===== src/rtl/elev_pkg.sv =====
// Shared types for the elevator call scheduler: FSM state encoding and scan direction.
// Latency: n/a (types and constants only).
// Backpressure: n/a.
package elev_pkg;

    typedef enum logic [1:0] {
        IDLE    = 2'd0,
        MOVE_UP = 2'd1,
        MOVE_DN = 2'd2,
        DOOR    = 2'd3
    } state_t;

    localparam logic DIR_UP = 1'b1;
    localparam logic DIR_DN = 1'b0;

endpackage


===== src/rtl/elev_door_timer.sv =====
// Door dwell countdown: load/restart arm DOOR_CYC cycles, done flags the final open cycle.
// Latency: done asserts DOOR_CYC-1 cycles after the load edge.
// Backpressure: none; restart re-arms and masks done in the same cycle.
module elev_door_timer #(
    parameter int DOOR_CYC = 8
) (
    input  logic clk,
    input  logic rst,
    input  logic load,
    input  logic restart,
    output logic done
);

    localparam int CW = $clog2(DOOR_CYC + 1);

    logic [CW-1:0] cnt;

    always_ff @(posedge clk or negedge rst) begin
        if (!rst) begin
            cnt <= '0;
        end else if (load || restart) begin
            cnt <= CW'(DOOR_CYC);
        end else if (cnt != '0) begin
            cnt <= cnt - CW'(1);
        end
    end

    assign done = (cnt == CW'(1)) && !restart;

endmodule


===== src/rtl/elev_call_sched.sv =====
// Single-car elevator call scheduler: Moore FSM latching calls and scanning up/down between floors.
// Latency: calls latch one edge after call_req; motor/door change one edge after the decision.
// Backpressure: none; ELEV_CALL_SCHED_ESTOP_EN adds an estop input that parks the car in IDLE.
module elev_call_sched
    import elev_pkg::*;
#(
    parameter int NFLOORS  = 4,
    parameter int DOOR_CYC = 8
) (
    input  logic                       clk,
    input  logic                       rst,
`ifdef ELEV_CALL_SCHED_ESTOP_EN
    input  logic                       estop,
`endif
    input  logic [NFLOORS-1:0]         call_req,
    input  logic [NFLOORS-1:0]         floor_sens,
    output logic                       mot_up,
    output logic                       mot_dn,
    output logic                       door_open,
    output logic [$clog2(NFLOORS)-1:0] cur_floor,
    output logic [NFLOORS-1:0]         pending,
    output logic                       dir_up
);

    localparam int FW   = $clog2(NFLOORS);
    localparam int CNTW = $clog2(NFLOORS + 1);
    localparam logic [FW-1:0] TOP = FW'(NFLOORS - 1);

    state_t             state, state_nxt;
    logic [FW-1:0]      floor_nxt;
    logic [NFLOORS-1:0] pend_nxt;
    logic [NFLOORS-1:0] req_mask;
    logic [NFLOORS-1:0] clr;
    logic               dir_nxt;
    logic               door_load;
    logic               door_restart;
    logic               door_done;

    logic [CNTW-1:0]    sens_cnt;
    logic [FW-1:0]      sens_idx;
    logic               sens_vld;

    function automatic logic any_above(input logic [NFLOORS-1:0] p, input logic [FW-1:0] f);
        logic r;
        r = 1'b0;
        for (int i = 0; i < NFLOORS; i++) begin
            if (i > int'(f) && p[i]) r = 1'b1;
        end
        return r;
    endfunction

    function automatic logic any_below(input logic [NFLOORS-1:0] p, input logic [FW-1:0] f);
        logic r;
        r = 1'b0;
        for (int i = 0; i < NFLOORS; i++) begin
            if (i < int'(f) && p[i]) r = 1'b1;
        end
        return r;
    endfunction

    // Sensor decode: only an exactly-one-hot pattern counts as a floor.
    always_comb begin
        sens_cnt = '0;
        sens_idx = '0;
        for (int i = 0; i < NFLOORS; i++) begin
            if (floor_sens[i]) begin
                sens_cnt = sens_cnt + CNTW'(1);
                sens_idx = FW'(i);
            end
        end
    end

    assign sens_vld = (sens_cnt == CNTW'(1));

    elev_door_timer #(
        .DOOR_CYC (DOOR_CYC)
    ) u_door_timer (
        .clk     (clk),
        .rst     (rst),
        .load    (door_load),
        .restart (door_restart),
        .done    (door_done)
    );

    always_ff @(posedge clk or negedge rst) begin
        if (!rst) begin
            state <= IDLE;
        end else begin
            state <= state_nxt;
        end
    end

    always_comb begin
        state_nxt    = state;
        floor_nxt    = cur_floor;
        dir_nxt      = dir_up;
        clr          = '0;
        req_mask     = call_req;
        door_load    = 1'b0;
        door_restart = 1'b0;
        case (state)
            IDLE: begin
                if (pending[cur_floor]) begin
                    state_nxt      = DOOR;
                    clr[cur_floor] = 1'b1;
                    door_load      = 1'b1;
                end else if (dir_up && any_above(pending, cur_floor)) begin
                    state_nxt = MOVE_UP;
                end else if (any_below(pending, cur_floor)) begin
                    state_nxt = MOVE_DN;
                    dir_nxt   = DIR_DN;
                end else if (any_above(pending, cur_floor)) begin
                    state_nxt = MOVE_UP;
                    dir_nxt   = DIR_UP;
                end
            end
            MOVE_UP, MOVE_DN: begin
                // The floor just left stays asserted briefly; only a new floor is an arrival.
                if (sens_vld && sens_idx != cur_floor) begin
                    floor_nxt = sens_idx;
                    if (pending[sens_idx]) begin
                        state_nxt     = DOOR;
                        clr[sens_idx] = 1'b1;
                        door_load     = 1'b1;
                    end else if (state == MOVE_UP && sens_idx == TOP) begin
                        state_nxt = IDLE;
                    end else if (state == MOVE_DN && sens_idx == '0) begin
                        state_nxt = IDLE;
                    end else if (state == MOVE_UP && !any_above(pending, sens_idx)) begin
                        state_nxt = IDLE;
                    end else if (state == MOVE_DN && !any_below(pending, sens_idx)) begin
                        state_nxt = IDLE;
                    end
                end
            end
            DOOR: begin
                if (call_req[cur_floor]) begin
                    door_restart        = 1'b1;
                    req_mask[cur_floor] = 1'b0;
                end else if (door_done) begin
                    state_nxt = IDLE;
                end
            end
            default: state_nxt = IDLE;
        endcase
`ifdef ELEV_CALL_SCHED_ESTOP_EN
        if (estop) begin
            state_nxt    = IDLE;
            floor_nxt    = cur_floor;
            dir_nxt      = dir_up;
            clr          = '0;
            req_mask     = call_req;
            door_load    = 1'b0;
            door_restart = 1'b0;
        end
`endif
    end

    // A call arriving on the edge its floor is served is absorbed by the clear.
    assign pend_nxt = (pending | req_mask) & ~clr;

    always_ff @(posedge clk or negedge rst) begin
        if (!rst) begin
            cur_floor <= '0;
            pending   <= '0;
            dir_up    <= DIR_UP;
        end else begin
            cur_floor <= floor_nxt;
            pending   <= pend_nxt;
            dir_up    <= dir_nxt;
        end
    end

    always_comb begin
        mot_up    = (state == MOVE_UP);
        mot_dn    = (state == MOVE_DN);
        door_open = (state == DOOR);
    end

endmodule


===== config.mk =====
export PLATFORM = sky130hd
export DESIGN_NAME = elev_call_sched
export DESIGN_NICKNAME = d
export VERILOG_FILES = /design/src/rtl/elev_pkg.sv /design/src/rtl/elev_door_timer.sv /design/src/rtl/elev_call_sched.sv
export SDC_FILE = /design/constraint.sdc
export NUM_CORES = 1
export LEC_CHECK = 0
export ABC_AREA = 1
export ABC_CLOCK_PERIOD_IN_PS = 1700
export BUFFER_PORTS_ARGS = -buffer_cell sky130_fd_sc_hd__buf_2
export CORE_ASPECT_RATIO = 1.25
export CORE_MARGIN = 1
export CORE_UTILIZATION = 40
export DETAILED_ROUTE_END_ITERATION = 6
export SKIP_CTS_REPAIR_TIMING = 1
export SYNTH_ARGS = -nofsm -noshare
export SYNTH_HDL_FRONTEND = slang
export SYNTH_SLANG_ARGS = --single-unit

===== constraint.sdc =====
create_clock -name clk -period 1.7 [get_ports clk]
set_clock_uncertainty 0.1 [all_clocks]
set_input_delay 0.085 -clock clk [delete_from_list [all_inputs] [get_ports clk]]
set_output_delay 0.085 -clock clk [all_outputs]
set_load 0.1 [all_outputs]

; Word level (Yosys, flattened, before mapping)
; Index checks and enable logic that the tools add are counted.
[word_totals]
regBits = 13
latchBits = 0
ramBits = 0
rom_bits = 0
input_bits = 10
word_cells = 156
n_memories = 0
[classes]
add_sub_neg = 4
mul = 0
div = 0
n_lt_le_gt_ge = 16
eq_ne = 12
shift = 0
n_mux = 78
bitwise = 7
n_reduce_logical = 34
[ops]
columns = operator, count
row1 = $mux 1, 46
row2 = $mux 2, 14
row3 = $mux 4, 7
row4 = $logic_and 1x1->1, 21
row5 = $add 3x1->3 const B, 3
row6 = $mux 3, 3
row7 = $and 4x4->4, 2
row8 = $gt 2x2->1 const A, 4
row9 = $lt 1x2->1 const A, 4
row10 = $not 4->4, 2
row11 = $pmux 4 s2, 1
row12 = $bmux 1 s2, 3
row13 = $eq 2x2->1 const B, 3
row14 = $lt 2x3->1 const B, 2
row15 = $ne 6x6->1 const B, 1
row16 = $pmux 2 s3, 1
row17 = $ne 5x5->1 const B, 1
row18 = $reduce_and 5->1, 1
row19 = $demux 1 s2, 2
row20 = $eq 4x1->1 const B, 1
row21 = $ge 2x1->1 const B, 2
row22 = $gt 1x2->1 const A, 2
row23 = $logic_not 2->1, 2
row24 = $lt 2x2->1 const A, 2
row25 = other kinds (16), 21

; Longest topological paths before layout
[depth]
word_depth = 30
ltp_mapped = 17
depth_no_buf = 17

; Cells and area by module
; A second synthesis with hierarchy kept.
[hier_totals]
cells_unflattened = 219
area_unflattened_um2 = 1376.3
[modules_own_cells]
columns = module, instances, cells_each, area_per_inst_um2
row1 = elev_call_sched, 1, 188, 1108.6
row2 = elev_door_timer, 1, 31, 267.8

; Worst setup path before layout
; No wires, ideal clock.
[synth_timing]
path_type = register to register
start = register cur_floor[1]
end = register state[0]
setup_ps = 118
t_arrival_ps = 2012
required_time_ps = 1482
slack_ps = -530
stages_incl_launch_ff = 10
cell_sequence = dfrtp_1 > inv_1 > nand3_1 > nand4_1 > nand2_1 > nand2_1 > nor2_1 > nand3_2 > nand2_1 > nand2_1
[synth_via]
elab_chain_len = 12
[synth_rtl]
columns = element, line
row1 = from (decl), elev_call_sched.sv:20  ; output logic [$clog2(NFLOORS)-1:0] cur_floor,
row2 = from (signal assigned), elev_call_sched.sv:168  ; cur_floor <= floor_nxt;
row3 = $lt 1x2->1, elev_call_sched.sv:56  ; if (i < int'(f) && p[i]) r = 1'b1;
row4 = $logic_and 1x1->1, elev_call_sched.sv:56
row5 = $mux 1 (3 in a row), elev_call_sched.sv:56
row6 = $mux 1, elev_call_sched.sv:107  ; end else if (dir_up && any_above(pending, cur_floor)) begin
row7 = $mux 1, elev_call_sched.sv:103  ; if (pending[cur_floor]) begin
row8 = $mux 1, elev_call_sched.sv:101  ; case (state)
row9 = $mux 2, elev_call_sched.sv:109  ; end else if (any_below(pending, cur_floor)) begin
row10 = $mux 2, elev_call_sched.sv:107
row11 = $mux 2, elev_call_sched.sv:103
row12 = $pmux 2 s3, elev_call_sched.sv:101
row13 = to (signal assigned), elev_call_sched.sv:89  ; state <= state_nxt;
row14 = to (decl), elev_call_sched.sv:29  ; state_t state, state_nxt;
; Parallel ways exist; a longest one is shown, timed or not. The select of a mux whose other input is x is not followed.
; A chain may end at the register's enable or synchronous reset.

; Worst setup path after layout
[layout_timing]
start = register cur_floor[0]
end = register state[1]
; Same word-level chain as after synthesis.

==> flow_metrics.env <==
export IMPL_drv_slew=0
export IMPL_die_x_um=53.1
export IMPL_die_area_um2=3490
export IMPL_whs_endpoint="pending[2]"
export IMPL_vias_per_cell=5.08
export IMPL_numCtsBuffers=3
export IMPL_dr_pass1_iters=4
export IMPL_crit_buf_inv=1
export IMPL_critPathCaptureType="register"
export IMPL_io_buffers=19
export IMPL_synth_cell_types=22
export IMPL_clk_path_buf_depth=2
export IMPL_yosysWarnings=0
export IMPL_cp_slowest_stage_delay_ns=0.57
export IMPL_wl_met1_mm=1.44
export IMPL_wire_per_inst_um=12.1
export IMPL_setup_viol_count_final=2
export IMPL_synthMostInstantiatedCell="nand2_1"
export IMPL_rsz0062_at_grt="true"
export IMPL_crit_type="register to register"
export IMPL_cp_slowest_cell="dfrtp_4"
export IMPL_tightest_slew_ns=0.489
export IMPL_synthCells=210
export IMPL_drt_wl_total_mm=3.47
export IMPL_cp_data_arrival_time_ns=1.78
export IMPL_min_path_type="input port to register"
export IMPL_syn_cell_area_um2=1300
export IMPL_cts_root_buffer_cell="clkbuf_4"
export IMPL_syn2layout_area_growth_pct=37.4
export IMPL_hpwl_mm=2.72
export IMPL_antenna_found_initial=0
export IMPL_crit_path_start_kind="register"
export IMPL_finalCritPeriodShare=1.01
export IMPL_ys_seq_elements=13
export IMPL_slew_headroom=0.676
export IMPL_ys_flop_type="dfrtp_1"
export IMPL_finalHoldViolCount=2
export IMPL_track_usage=0.217
export IMPL_drc=0
export IMPL_die_h_um=65.8
export IMPL_async_flop_share=1.00
export IMPL_layout_setup_ws_ns=-0.00875
export IMPL_cp_top_family="simple AND/OR/NAND/NOR gates"
export IMPL_route_met3_wl_um=140
export IMPL_worstSetupStartpoint="cur_floor[0]"
export IMPL_gp_congestion=0.881
export IMPL_grt_pass1_wl_mm=5.67
export IMPL_antenna_cells=0
export IMPL_path_cells="nor2_4, inv_2, nor2_2, nor2_1, nand3_1, nor2_2, nor2_4, nand3_2, nand2_1, nand2_1"
export IMPL_stdcell_area_um2=1790
export IMPL_required_ns=1.78
export IMPL_yosys_top_cells_area="dfrtp_1, nand2_1, ha_1"
export IMPL_ys_seq_area_frac=0.250
export IMPL_r2r_start="cur_floor[0]"
export IMPL_timing_fmax_ghz=0.585
export IMPL_drt_iter0_markers=29
export IMPL_run_status="complete, but fails checks"
export IMPL_grt_start_max_net_pins=14
export IMPL_ant_nets=0
export IMPL_synth_common_cells="nand2_1, inv_1, nand3_1, nor2_1, dfrtp_1"
export IMPL_cts_sinks=13
export IMPL_min_from="call_req[2]"
export IMPL_drive_above_1_share=0.352
export IMPL_top_layer_used="met4"
export IMPL_clk_latency_ns=0.30
export IMPL_synth_edf_count=0
export IMPL_cts_tree="built"
export IMPL_worstRegToRegCells=10
export IMPL_nNetsFinal=271
export IMPL_core_region_area_um2=3030
export IMPL_place_area_um2=1610
export IMPL_violations="hold timing, setup timing"
export IMPL_grt_pass1_vias=1374
export IMPL_r2r_setup_slack_ns=-0.009
export IMPL_avgSynthCellArea_um2=6.21
export IMPL_io_pins=20
export IMPL_yosysTopAreaCellShare=0.230
export IMPL_ctsHtreeMaxLevel=1
export IMPL_num_vias=1454
export IMPL_initial_core_util=0.431
export IMPL_yosys_area_top_type="dfrtp_1"
export IMPL_whs_ns=-0.0148
export IMPL_maxCapViolations=0
export IMPL_hold_depth=3
export IMPL_syn_nets=230
export IMPL_r2r_end="state[1]"
export IMPL_grt_overflow_total=0
export IMPL_clk_pin_slew_ns=0.09
export IMPL_period_needed_ns=1.71
export IMPL_wl_met2_mm=1.83
export IMPL_rows=22
export IMPL_crit_path_max_fanout=8
==> layer usage <==
layer,vias up,global-route usage
li1,744,-
met1,666,0.252
met2,39,0.394
met3,5,0.0207
met4,0,0.0855
met5,-,0
==> worst register-to-register path, stage by stage (launching register included) <==
cell,delay (ns)
dfrtp_4,0.57
nor2_4,0.16
inv_2,0.05
nor2_2,0.10
nor2_1,0.06
nand3_1,0.14
nor2_2,0.07
nor2_4,0.14
nand3_2,0.08
nand2_1,0.06
nand2_1,0.05
==> cells in the final DEF (no fill, tap or decap), types with 6 or more instances in the layout <==
| master | n |
|---|---|
| a21oi_1 | 10 |
| buf_2 | 16 |
| buf_4 | 17 |
| dfrtp_1 | 6 |
| inv_1 | 23 |
| nand2_1 | 65 |
| nand2_2 | 9 |
| nand3_1 | 22 |
| nand4_1 | 6 |
| nor2_1 | 12 |
| nor2_2 | 8 |
==> final cells by class <==
class / instances / area, µm²
flip-flops and latches: 13 / 342
fillers: 296 / 1240
multi-input cells: 163 / 962
repair buffers: 38 / 277
well taps: 36 / 45.0
inverters: 32 / 140
clock buffers: 4 / 26.3
==> registers in the layout, indices dropped and copies added (netlist names) <==
register,cells
cur_floor,2
dir_up,1
pending,4
state,2
u_door_timer.cnt,4
==> how the worst max path moves through the flow <==
| stage | end | slack (ns) | cells past startpoint |
|---|---|---|---|
| floorplan | u_door_timer.cnt[2] | -0.009 | 15 |
| global placement | u_door_timer.cnt[2] | -0.26 | 16 |
| CTS | door_open | -0.006 | 3 |
| global route | state[0] | -0.07 | 10 |
| detailed placement | u_door_timer.cnt[2] | -0.31 | 16 |
| finish | state[1] | -0.009 | 10 |
==> cell families (layout without fill, tap and decap cells) <==
group | after synthesis | count (layout) | share of synthesized area
AOI/OAI and AO/OA | 17 | 17 | 0.0662
xor gates and xnor gates | 3 | 3 | 0.0202
adders and majority gates | 10 | 10 | 0.0960
buffers and inverters | 34 | 74 | 0.108
DFF | 13 | 13 | 0.250
and+or+nand+nor | 133 | 133 | 0.459
==> stage by stage <==
stage / utilization / TNS, ns / worst slack [ns] / instances
after floorplan: - / -0.0172 / -0.00934 / 210
after global placement: 0.533 / -2.54 / -0.258 / 275
after detailed placement: 0.533 / -3.00 / -0.306 / 275
after CTS: 0.541 / -0.0204 / -0.00627 / 279
after global routing: 0.592 / -0.196 / -0.0657 / 286
final: 0.592 / -0.0152 / -0.00875 / 286
Power is not shown: default switching activity piles up to over one toggle a cycle in this logic, so the estimate is an artifact.
